--- src/rtl/dac_instr_sched_pkg.sv ---
// pid_pkg -- shared definitions for the DAC instruction scheduler.
//   Default sizing constants, scheduler FSM encoding and the queued
//   instruction record {chan, data} at the default sizing.
package pid_pkg;

    localparam int W_DATA_DEF = 16;
    localparam int W_CHS_DEF  = 3;
    localparam int N_CHAN_DEF = 8;
    localparam int DEPTH_DEF  = 16;

    typedef enum logic {
        ST_IDLE  = 1'b0,
        ST_SCHED = 1'b1
    } sched_state_e;

    typedef struct packed {
        logic [W_CHS_DEF-1:0]  chan;
        logic [W_DATA_DEF-1:0] data;
    } instr_t;

endpackage

--- src/rtl/dac_instr_sched_fifo.sv ---
// instr_fifo -- synchronous show-ahead FIFO for scheduled DAC instructions.
//   clk_in, reset_in  : clock / synchronous active-high reset
//   wr_en_i, wr_data_i: push (accepted when not full, or when popping too)
//   rd_en_i           : pop head (ignored when empty)
//   rd_data_o         : head entry (valid while !empty_o)
//   full_o, empty_o   : status
//   count_o           : occupancy, 0..DEPTH
module instr_fifo
    import pid_pkg::*;
#(
    parameter int WIDTH = W_CHS_DEF + W_DATA_DEF,
    parameter int DEPTH = DEPTH_DEF,
    parameter int W_CNT = $clog2(DEPTH) + 1
) (
    input  logic             clk_in,
    input  logic             reset_in,
    input  logic             wr_en_i,
    input  logic [WIDTH-1:0] wr_data_i,
    input  logic             rd_en_i,
    output logic [WIDTH-1:0] rd_data_o,
    output logic             full_o,
    output logic             empty_o,
    output logic [W_CNT-1:0] count_o
);

    localparam int AW = $clog2(DEPTH);

    logic [WIDTH-1:0] mem_q [DEPTH];
    logic [W_CNT-1:0] wr_ptr_q, wr_ptr_d;
    logic [W_CNT-1:0] rd_ptr_q, rd_ptr_d;
    logic             do_wr, do_rd;

    // Pointers carry one extra bit so full and empty are distinguishable;
    // the low AW bits address storage and wrap modulo DEPTH.
    assign count_o = wr_ptr_q - rd_ptr_q;
    assign full_o  = (count_o == W_CNT'(DEPTH));
    assign empty_o = (count_o == '0);

    assign do_rd = rd_en_i && !empty_o;
    // A write into a full FIFO is fine when the head leaves at the same edge.
    assign do_wr = wr_en_i && (!full_o || do_rd);

    assign wr_ptr_d  = do_wr ? wr_ptr_q + W_CNT'(1) : wr_ptr_q;
    assign rd_ptr_d  = do_rd ? rd_ptr_q + W_CNT'(1) : rd_ptr_q;
    assign rd_data_o = mem_q[rd_ptr_q[AW-1:0]];

    always_ff @(posedge clk_in) begin
        if (reset_in) begin
            wr_ptr_q <= '0;
            rd_ptr_q <= '0;
        end else begin
            wr_ptr_q <= wr_ptr_d;
            rd_ptr_q <= rd_ptr_d;
        end
    end

    // Storage is not reset; the consumer only looks at it while non-empty.
    always_ff @(posedge clk_in) begin
        if (do_wr) begin
            mem_q[wr_ptr_q[AW-1:0]] <= wr_data_i;
        end
    end

endmodule

--- src/rtl/dac_instr_sched.sv ---
// dac_instr_sched -- coalescing per-channel DAC update scheduler.
//   Each channel strobe latches a word into hold[c] and marks it pending;
//   a round-robin arbiter moves one pending channel per cycle into an
//   instruction FIFO as {chan, data}. Repeated strobes on a still-pending
//   channel collapse into one entry carrying the newest word.
//   clk_in, reset_in : clock / synchronous active-high reset
//   data_packed_in   : channel words, channel c at [W_DATA*c +: W_DATA]
//   data_valid_in    : per-channel update strobe
//   rd_ack_in        : pop FIFO head (ignored when empty)
//   data_out/chan_out: FIFO head (zero while empty)
//   data_valid_out   : FIFO non-empty (show-ahead)
//   count_out        : FIFO occupancy
//   overrun_out      : sticky overwrite flags; only with DAC_SCHED_OVERRUN_EN
//                      defined, otherwise tied to zero.
module dac_instr_sched
    import pid_pkg::*;
#(
    parameter int W_DATA = W_DATA_DEF,
    parameter int W_CHS  = W_CHS_DEF,
    parameter int N_CHAN = N_CHAN_DEF,
    parameter int DEPTH  = DEPTH_DEF,
    parameter int W_CNT  = $clog2(DEPTH) + 1
) (
    input  logic                       clk_in,
    input  logic                       reset_in,
    input  logic [W_DATA*N_CHAN-1:0]   data_packed_in,
    input  logic [N_CHAN-1:0]          data_valid_in,
    input  logic                       rd_ack_in,
    output logic [W_DATA-1:0]          data_out,
    output logic [W_CHS-1:0]           chan_out,
    output logic                       data_valid_out,
    output logic [W_CNT-1:0]           count_out,
    output logic [N_CHAN-1:0]          overrun_out
);

    localparam int W_INSTR = W_CHS + W_DATA;

    logic [N_CHAN-1:0][W_DATA-1:0] hold_q, hold_d;
    logic [N_CHAN-1:0]             pend_q, pend_d;
    logic [W_CHS-1:0]              rr_q, rr_d;
    sched_state_e                  state_q, state_d;

    logic [W_CHS-1:0]   gnt_idx;
    logic               gnt_vld;
    logic               grant;
    logic [N_CHAN-1:0]  gnt_oh;
    logic               wr_ok;

    logic [W_INSTR-1:0] fifo_wdata, fifo_head;
    logic               fifo_full, fifo_empty;
    logic [W_CNT-1:0]   fifo_count;

    // Round-robin search: first pending channel strictly after rr_q.
    always_comb begin
        gnt_vld = 1'b0;
        gnt_idx = '0;
        for (int i = 1; i <= N_CHAN; i++) begin
            int idx;
            idx = int'(rr_q) + i;
            if (idx >= N_CHAN) idx = idx - N_CHAN;
            if (!gnt_vld && pend_q[idx]) begin
                gnt_vld = 1'b1;
                gnt_idx = W_CHS'(idx);
            end
        end
    end

    assign wr_ok = !fifo_full || (rd_ack_in && !fifo_empty);
    assign grant = (state_q == ST_SCHED) && gnt_vld && wr_ok;

    // A strobe in the grant cycle wins over the clear: the old word is
    // enqueued and the new one stays pending.
    always_comb begin
        gnt_oh = '0;
        if (grant) gnt_oh[gnt_idx] = 1'b1;
        for (int c = 0; c < N_CHAN; c++) begin
            hold_d[c] = data_valid_in[c] ? data_packed_in[W_DATA*c +: W_DATA] : hold_q[c];
            pend_d[c] = data_valid_in[c] | (pend_q[c] & ~gnt_oh[c]);
        end
        rr_d = grant ? gnt_idx : rr_q;
    end

    assign fifo_wdata = {gnt_idx, hold_q[gnt_idx]};

    // Scheduler FSM: next state
    always_comb begin
        state_d = state_q;
        case (state_q)
            ST_IDLE:  if (|pend_q || |data_valid_in) state_d = ST_SCHED;
            ST_SCHED: if (pend_d == '0 && data_valid_in == '0) state_d = ST_IDLE;
            default:  state_d = ST_IDLE;
        endcase
    end

    // Scheduler FSM: state register
    always_ff @(posedge clk_in) begin
        if (reset_in) state_q <= ST_IDLE;
        else          state_q <= state_d;
    end

    // Reset priority also discards strobes present in the reset cycle.
    always_ff @(posedge clk_in) begin
        if (reset_in) begin
            hold_q <= '0;
            pend_q <= '0;
            rr_q   <= W_CHS'(N_CHAN - 1);
        end else begin
            hold_q <= hold_d;
            pend_q <= pend_d;
            rr_q   <= rr_d;
        end
    end

    instr_fifo #(
        .WIDTH (W_INSTR),
        .DEPTH (DEPTH),
        .W_CNT (W_CNT)
    ) u_fifo (
        .clk_in    (clk_in),
        .reset_in  (reset_in),
        .wr_en_i   (grant),
        .wr_data_i (fifo_wdata),
        .rd_en_i   (rd_ack_in),
        .rd_data_o (fifo_head),
        .full_o    (fifo_full),
        .empty_o   (fifo_empty),
        .count_o   (fifo_count)
    );

    // Head is masked while empty so stale storage never shows on the port.
    assign data_valid_out = !fifo_empty;
    assign data_out       = fifo_empty ? '0 : fifo_head[W_DATA-1:0];
    assign chan_out       = fifo_empty ? '0 : fifo_head[W_INSTR-1:W_DATA];
    assign count_out      = fifo_count;

`ifdef DAC_SCHED_OVERRUN_EN
    // Overrun = strobe lands on a pending channel that is not being granted
    // this cycle (a grant collision loses no data).
    logic [N_CHAN-1:0] ovr_q;

    always_ff @(posedge clk_in) begin
        if (reset_in) ovr_q <= '0;
        else          ovr_q <= ovr_q | (data_valid_in & pend_q & ~gnt_oh);
    end

    assign overrun_out = ovr_q;
`else
    assign overrun_out = '0;
`endif

endmodule

--- config.mk ---
export PLATFORM = sky130hd
export DESIGN_NAME = dac_instr_sched
export DESIGN_NICKNAME = d
export VERILOG_FILES = /design/src/rtl/dac_instr_sched_pkg.sv /design/src/rtl/dac_instr_sched_fifo.sv /design/src/rtl/dac_instr_sched.sv
export SDC_FILE = /design/constraint.sdc
export NUM_CORES = 1
export LEC_CHECK = 0
export CAP_MARGIN = 25
export CORE_AREA = 2 2 204 206
export CTS_BUF_LIST = sky130_fd_sc_hd__clkbuf_8 sky130_fd_sc_hd__clkbuf_16
export CTS_CLUSTER_DIAMETER = 200
export DETAILED_ROUTE_END_ITERATION = 8
export DIE_AREA = 0 0 206 208
export MAX_ROUTING_LAYER = met4
export PLACE_DENSITY = 0.71
export SYNTH_ARGS = -nofsm -noshare
export SYNTH_HDL_FRONTEND = slang
export SYNTH_SLANG_ARGS = --single-unit
export TNS_END_PERCENT = 100
--- constraint.sdc ---
create_clock -name clk_in -period 4.8 [get_ports clk_in]
set_input_delay 1.44 -clock clk_in [delete_from_list [all_inputs] [get_ports clk_in]]
set_output_delay 1.44 -clock clk_in [all_outputs]
set_load 0.1 [all_outputs]
## Word level (Yosys, flattened, before mapping)

Memory sizes are Yosys's and may differ from the RTL's. A register that Yosys moved wholly into a read port is not among the register bits.
Index checks and enable logic that the tools add are counted.

| word-level totals | value |
|---|---|
| flip-flop bits (word level) | 150 |
| memory bits (writable) | 304 |
| bits of input ports | 139 |
| output and inout bits | 33 |
| word-level logic and storage cells | 168 |
| memories | 1 |

| operators by class | value |
|---|---|
| $add $sub $neg | 19 |
| magnitude comparators | 18 |
| eq/ne operators | 1 |
| multiplexer cells | 62 |
| bitwise gates (word level) | 25 |
| reductions and logical operators | 29 |

Memories:

| memory | depth | bits a word | read ports | clocked after memory_dff | write ports | RTL line | text |
|---|---|---|---|---|---|---|---|
| u_fifo.mem_q | 16 | 19 | 1 | 1 | 1 | dac_instr_sched_fifo.sv:28 | `logic [WIDTH-1:0] mem_q [DEPTH];` |

Operator list:

| cell | count |
|---|---|
| $lt 32x5->1 const B | 8 |
| $mux 32 | 8 |
| $bmux 16 s3 | 1 |
| $sub 4x4->5 const B | 7 |
| $mux 16 | 2 |
| $mux 1 | 29 |
| $ge 4x4->1 const B | 7 |
| $mux 3 | 9 |
| $bmux 1 s3 | 8 |
| $add 3x3->4 const B | 4 |
| $logic_not 8->1 | 2 |
| $reduce_or 8->1 | 2 |
| $logic_and 1x1->1 | 13 |
| $add 5x1->5 const B | 2 |
| $logic_not 1->1 | 9 |
| $not 1->1 | 9 |
| $add 3x2->4 const B | 2 |
| $and 1x1->1 | 8 |
| $mux 4 | 2 |
| $mux 8 | 1 |
| $or 1x1->1 | 8 |
| $sub 5x4->6 const B | 1 |
| $add 3x4->5 const B | 1 |
| $eq 5x5->1 const B | 1 |
| other kinds (9) | 10 |

## Logic depth before layout (Yosys ltp)

Gate-level depths: netlist (run 1).

| logic depth | value |
|---|---|
| word-level depth | 40 |
| mapped depth | 15 |
| gate-level depth less buffers | 13 |

## By module

From an unflattened synthesis (run 1), not the netlist that was laid out.

| unflattened totals | value |
|---|---|
| cells, all modules | 1,279 |
| area, all modules | 19,869.1 sq um |

Modules (own cells, without submodules):

| module | instances | cells each | area an instance (sq um) | seq. area each (sq um) |
|---|---|---|---|---|
| instr_fifo | 1 | 532 | 12,349.3 | 9,409.0 |
| dac_instr_sched | 1 | 747 | 7,519.7 | 2,802.7 |

## Worst setup path after synthesis (run 1)

No wires, ideal clock.

| timing | value |
|---|---|
| path kind | register to output |
| start point | register u_fifo.wr_ptr_q[0] |
| end point | output port chan_out[1] |
| arrival time | 4.598 ns |
| data required time | 3.360 ns |
| setup slack | -1.238 ns |
| stages on the path, launching flop included | 11 |
| path buffers | 1 |
| cell sequence | dfxtp_1 inv_1 ha_1 inv_1 fa_1 a21o_1 a21oi_1 xnor2_1 nor3_1 clkbuf_1 nor2b_1 |

| on the way | value |
|---|---|
| longest elaborated chain between the ends | 3 |

RTL lines:

| element | RTL line | text |
|---|---|---|
| start, declared | dac_instr_sched_fifo.sv:29 | `logic [W_CNT-1:0] wr_ptr_q, wr_ptr_d;` |
| start signal, assigned | dac_instr_sched_fifo.sv:52 | `wr_ptr_q <= wr_ptr_d;` |
| $sub 5x5->5 | dac_instr_sched_fifo.sv:35 | `assign count_o = wr_ptr_q - rd_ptr_q;` |
| named net count_out[4] | dac_instr_sched.sv:32 | `output logic [W_CNT-1:0] count_out,` |
| $logic_not 5->1 | dac_instr_sched_fifo.sv:37 | `assign empty_o = (count_o == '0);` |
| $mux 3 | dac_instr_sched.sv:133 | `assign chan_out = fifo_empty ? '0 : fifo_head[W_INSTR-1:W_DATA];` |
| end, declared | dac_instr_sched.sv:30 | `output logic [W_CHS-1:0] chan_out,` |

The timed path passes the listed nets, and every way through them passes these cells.

## Worst setup path after layout (run 1)

| timing | value |
|---|---|
| start point | register u_fifo.wr_ptr_q[0] |
| end point | output port data_valid_out |

| on the way | value |
|---|---|
| longest elaborated chain between the ends | 3 |

RTL lines:

| element | RTL line | text |
|---|---|---|
| $sub 5x5->5 | dac_instr_sched_fifo.sv:35 |  |
| $logic_not 5->1 | dac_instr_sched_fifo.sv:37 |  |
| $logic_not 1->1 | dac_instr_sched.sv:131 | `assign data_valid_out = !fifo_empty;` |
| end, declared | dac_instr_sched.sv:31 | `output logic data_valid_out,` |

No other way between the ends.

==> results.toml, run 1 <==
[cts]
worst_setup_hold_path_clk_slew_ps = 60
post_cts.repair.setup_buffers = 0
root_buffer = "sky130_fd_sc_hd__clkbuf_16"
tritoncts.num_buffers = 45
clk-insertion-delay-late_ps = 550
ctsHtreeMaxLevel = 2
cts_tree = "yes"
cts-root-to-sink-buffers = 3
cts_num_sinks = 458

[logic_synthesis]
synth_largest_type_area_fraction_pct = 47.2
synth_edf_count = 304
syn-cell-area_sq_mm = 0.0193
synth.avg_cell_area_sq_um = 15.6
postSynthRegisterBits = 458
netlist.top_cell.by_area = "sky130_fd_sc_hd__edfxtp_1"
synthFlopType = "sky130_fd_sc_hd__edfxtp_1"
netlist-cell-type-count = 58
postSynthCellCount = 1238
ys_warn_count = 0
ys_top_cells_by_area = "sky130_fd_sc_hd__edfxtp_1, sky130_fd_sc_hd__dfxtp_1, sky130_fd_sc_hd__mux4_2"
async_reset_ff_share_pct = 0
synth_seq_area_share_pct = 63.2

[sta]
layout_worst_path_cycle_share_pct = 94.5
slew-limit-headroom_pct = 28.5
final-hold-violation-count = 0
timing_worst_slew_pin_value_ps = 1070
final.setup_skew_ps = 20.7
finalSetupTns_ps = 0
maxClockFrequency_mhz = 220
fin_ws_ps = 262
finalMaxSlewViolations = 0
timing.final.setup_violations = 0
timing.final.crit_period_ps = 4540
grt_setup_unrepaired = "false"

[worst_setup_path]
critPathMaxStageDelay_ps = 470
worstSetupStartpoint = "u_fifo.wr_ptr_q[0]"
critical_path.reg2reg.startpoint = "rr_q[0]"
timing.critical_path.fanout_max = 22
start_kind = "flip-flop"
critPathSlowestCell = "sky130_fd_sc_hd__fa_1"
critPathKind = "reg2out"
crit_arrival_ps = 3100
cp.required_ps = 3360
end_kind = "output pin"
path_common_cell = "sky130_fd_sc_hd__inv_1"
cp_cell_sequence = "inv_1 > ha_1 > inv_1 > fa_1 > a21o_1 > a21oi_2 > xnor2_4 > nor3_2 > buf_6 > inv_1 > buf_12"

[final_layout]
proportion_of_layout_cells_with_a_drive_suffix_above_1_pct = 21.3
final_nets = 1566
area.growth.synth_to_final_pct = 21.9
final_common_cell = "sky130_fd_sc_hd__edfxtp_1"
inserted_diodes = 0
layout_common_cells = "sky130_fd_sc_hd__edfxtp_1, sky130_fd_sc_hd__mux2i_1, sky130_fd_sc_hd__dfxtp_1"

[floorplanning]
die_width_um = 206
die_y_um = 208
core_area_sq_mm = 0.0406
num_rows = 74
initial_utilization_pct = 47.7
top_level_port_count = 172
design.die.area_sq_mm = 0.0428

[grt]
pin_count_of_the_biggest_net_entering_global_routing = 82
first_global_vias = 11600
initial_antenna_violation_count = 1
gr-total-overflow = 0
grt_pass1_wl_um = 72300
globalRouteTotalUtil_pct = 23.4

[power_and_ir_drop]
power_per_cell_area_mw_per_mm2 = 777
static-leakage-power_nw = 8.69
worst_ir_drop_vdd_uv = 797

[status]
outcome = "finished clean"

[worst_hold_path]
timing.hold.worst.class = "reg2reg"
hold_start = "hold_q[22]"

[placement]
gp_congestion = 0.876
pre_cts_slack_ps = 405
dpl.hpwl_um = 31600
placement.io_buffers = 163

[route]
wl_um = 48000
via_per_inst = 5.69
drt-initial-drc-count = 984
routed-via-count = 11300
drcViolationCount = 0
number_of_nets_still_failing_antenna_checks_after_routing = 0
detail_route.wl_per_cell_um = 24.3
drtPass1Iterations = 5

[job]
maxCapViolations = 0
## what timing repair did
| item | CTS | global route |
|---|---|---|
| setup endpoints to repair | 1 | 18 |
| resized for setup | 1 | 1 |
| hold buffers | 0 | 0 |
| gates cloned | 0 | 0 |
## critical path, delay by kind of cell, from the launching register on
kind                     cells  cell delay [ps]
buffers and inverters        5              750
adder cells (fa/ha/maj)      2              650
AO/OA/AOI/OAI                2              460
flip-flops                   1              360
AND/OR/NAND/NOR              1              190
XOR/XNOR                     1              120
## logic make-up (layout without fill, tap and decap cells)
logic type               after synthesis  in the layout  share of synthesized area [%]
flip-flops                           458            458                           63.2
multiplexers                         358            358                           25.5
AND/OR/NAND/NOR                      236            236                           5.33
buffers and inverters                102            304                           2.29
AO/OA/AOI/OAI                         55             55                           2.18
XOR/XNOR                              16             16                          0.725
adder cells (fa/ha/maj)               12             12                          0.815
other                                  1              8                         0.0194
## stage by stage
| stage | utilization [%] | instances | total power, mW | area (sq um) | hold slack [ps] |
|---|---|---|---|---|---|
| 2_1_floorplan | - | 1245 | 12.2 | 19400 | 460 |
| 3_3_place_gp | 54.6 | 1900 | 14.8 | 22100 | 471 |
| 3_5_place_dp | 54.6 | 1900 | 15.0 | 22100 | 481 |
| 4_1_cts | 58.1 | 1979 | 18.4 | 23600 | 497 |
| 5_1_grt | 58.1 | 1979 | 19.0 | 23600 | 517 |
| 6_report | 58.1 | 1979 | 18.3 | 23600 | 493 |
## worst paths after layout
| path | cells after the start | end | slack, ps |
|---|---|---|---|
| max | 11 | data_valid_out | 260 |
| min | 2 | hold_q[22] | 490 |
| max reg2reg | 12 | u_fifo.mem_q[15][7] | 320 |
| min reg2reg | 2 | hold_q[22] | 490 |
## Yosys cell counts, drive strengths merged, types with 2 or more instances
library cell / number
or3: 2
o31ai: 2
a222oi: 2
a21boi: 3
o21bai: 3
nor2: 160
nand2b: 9
o21ai: 7
nor2b: 24
nand3b: 3
a21oi: 10
xor2: 6
inv: 17
edfxtp: 304
o21a: 4
mux2: 22
ha: 11
nor3: 7
o31a: 3
a31oi: 2
nand4: 4
nand2: 17
a2111oi: 3
nand3: 4
xnor2: 10
buf: 38
clkbuf: 47
mux4: 105
dfxtp: 154
mux2i: 231
o211ai: 4
## flip-flops by register name, indices dropped and copies added, names as in the netlist, named ones only
register,count
u_fifo.wr_ptr_q,5
hold_q,128
u_fifo.rd_ptr_q,5
u_fifo.mem_q,304
state_q,1
pend_q,8
rr_q,3
## layout make-up
type                            count  area, sq um
Fill cell                        3120        17000
Sequential cell                   458        12200
Clock inverter                     30          223
Timing Repair Buffer              208         2300
Multi-Input combinational cell    685         6890
Clock buffer                       49         1200
Tap cell                          532          666
Inverter                           17         63.8
## metal layers
| layer | part of all wire, % | GRT usage [%] | vias up |
|---|---|---|---|
| li1 | - | - | 5059 |
| met1 | 41 | 31.1 | 5685 |
| met2 | 50 | 38.1 | 447 |
| met3 | 6.6 | 3.40 | 61 |
| met4 | 2.2 | 5.99 | 0 |
| met5 | 0 | - | - |
## power by group
part / switching (mW) / leakage (nW) / internal (mW)
registers: 0.175 / 4.07 / 5.74
clock network: 1.45 / 0.728 / 1.96
logic: 5.68 / 3.89 / 3.30
No activity file was read; power rests on OpenSTA's default activity.
==> run 2: changes to the inputs <==
- HOLD_SLACK_MARGIN: default -> 0.06
==> results of run 2 <==
Same layout as run 1: the final DEF is identical, and so are final timing and power.
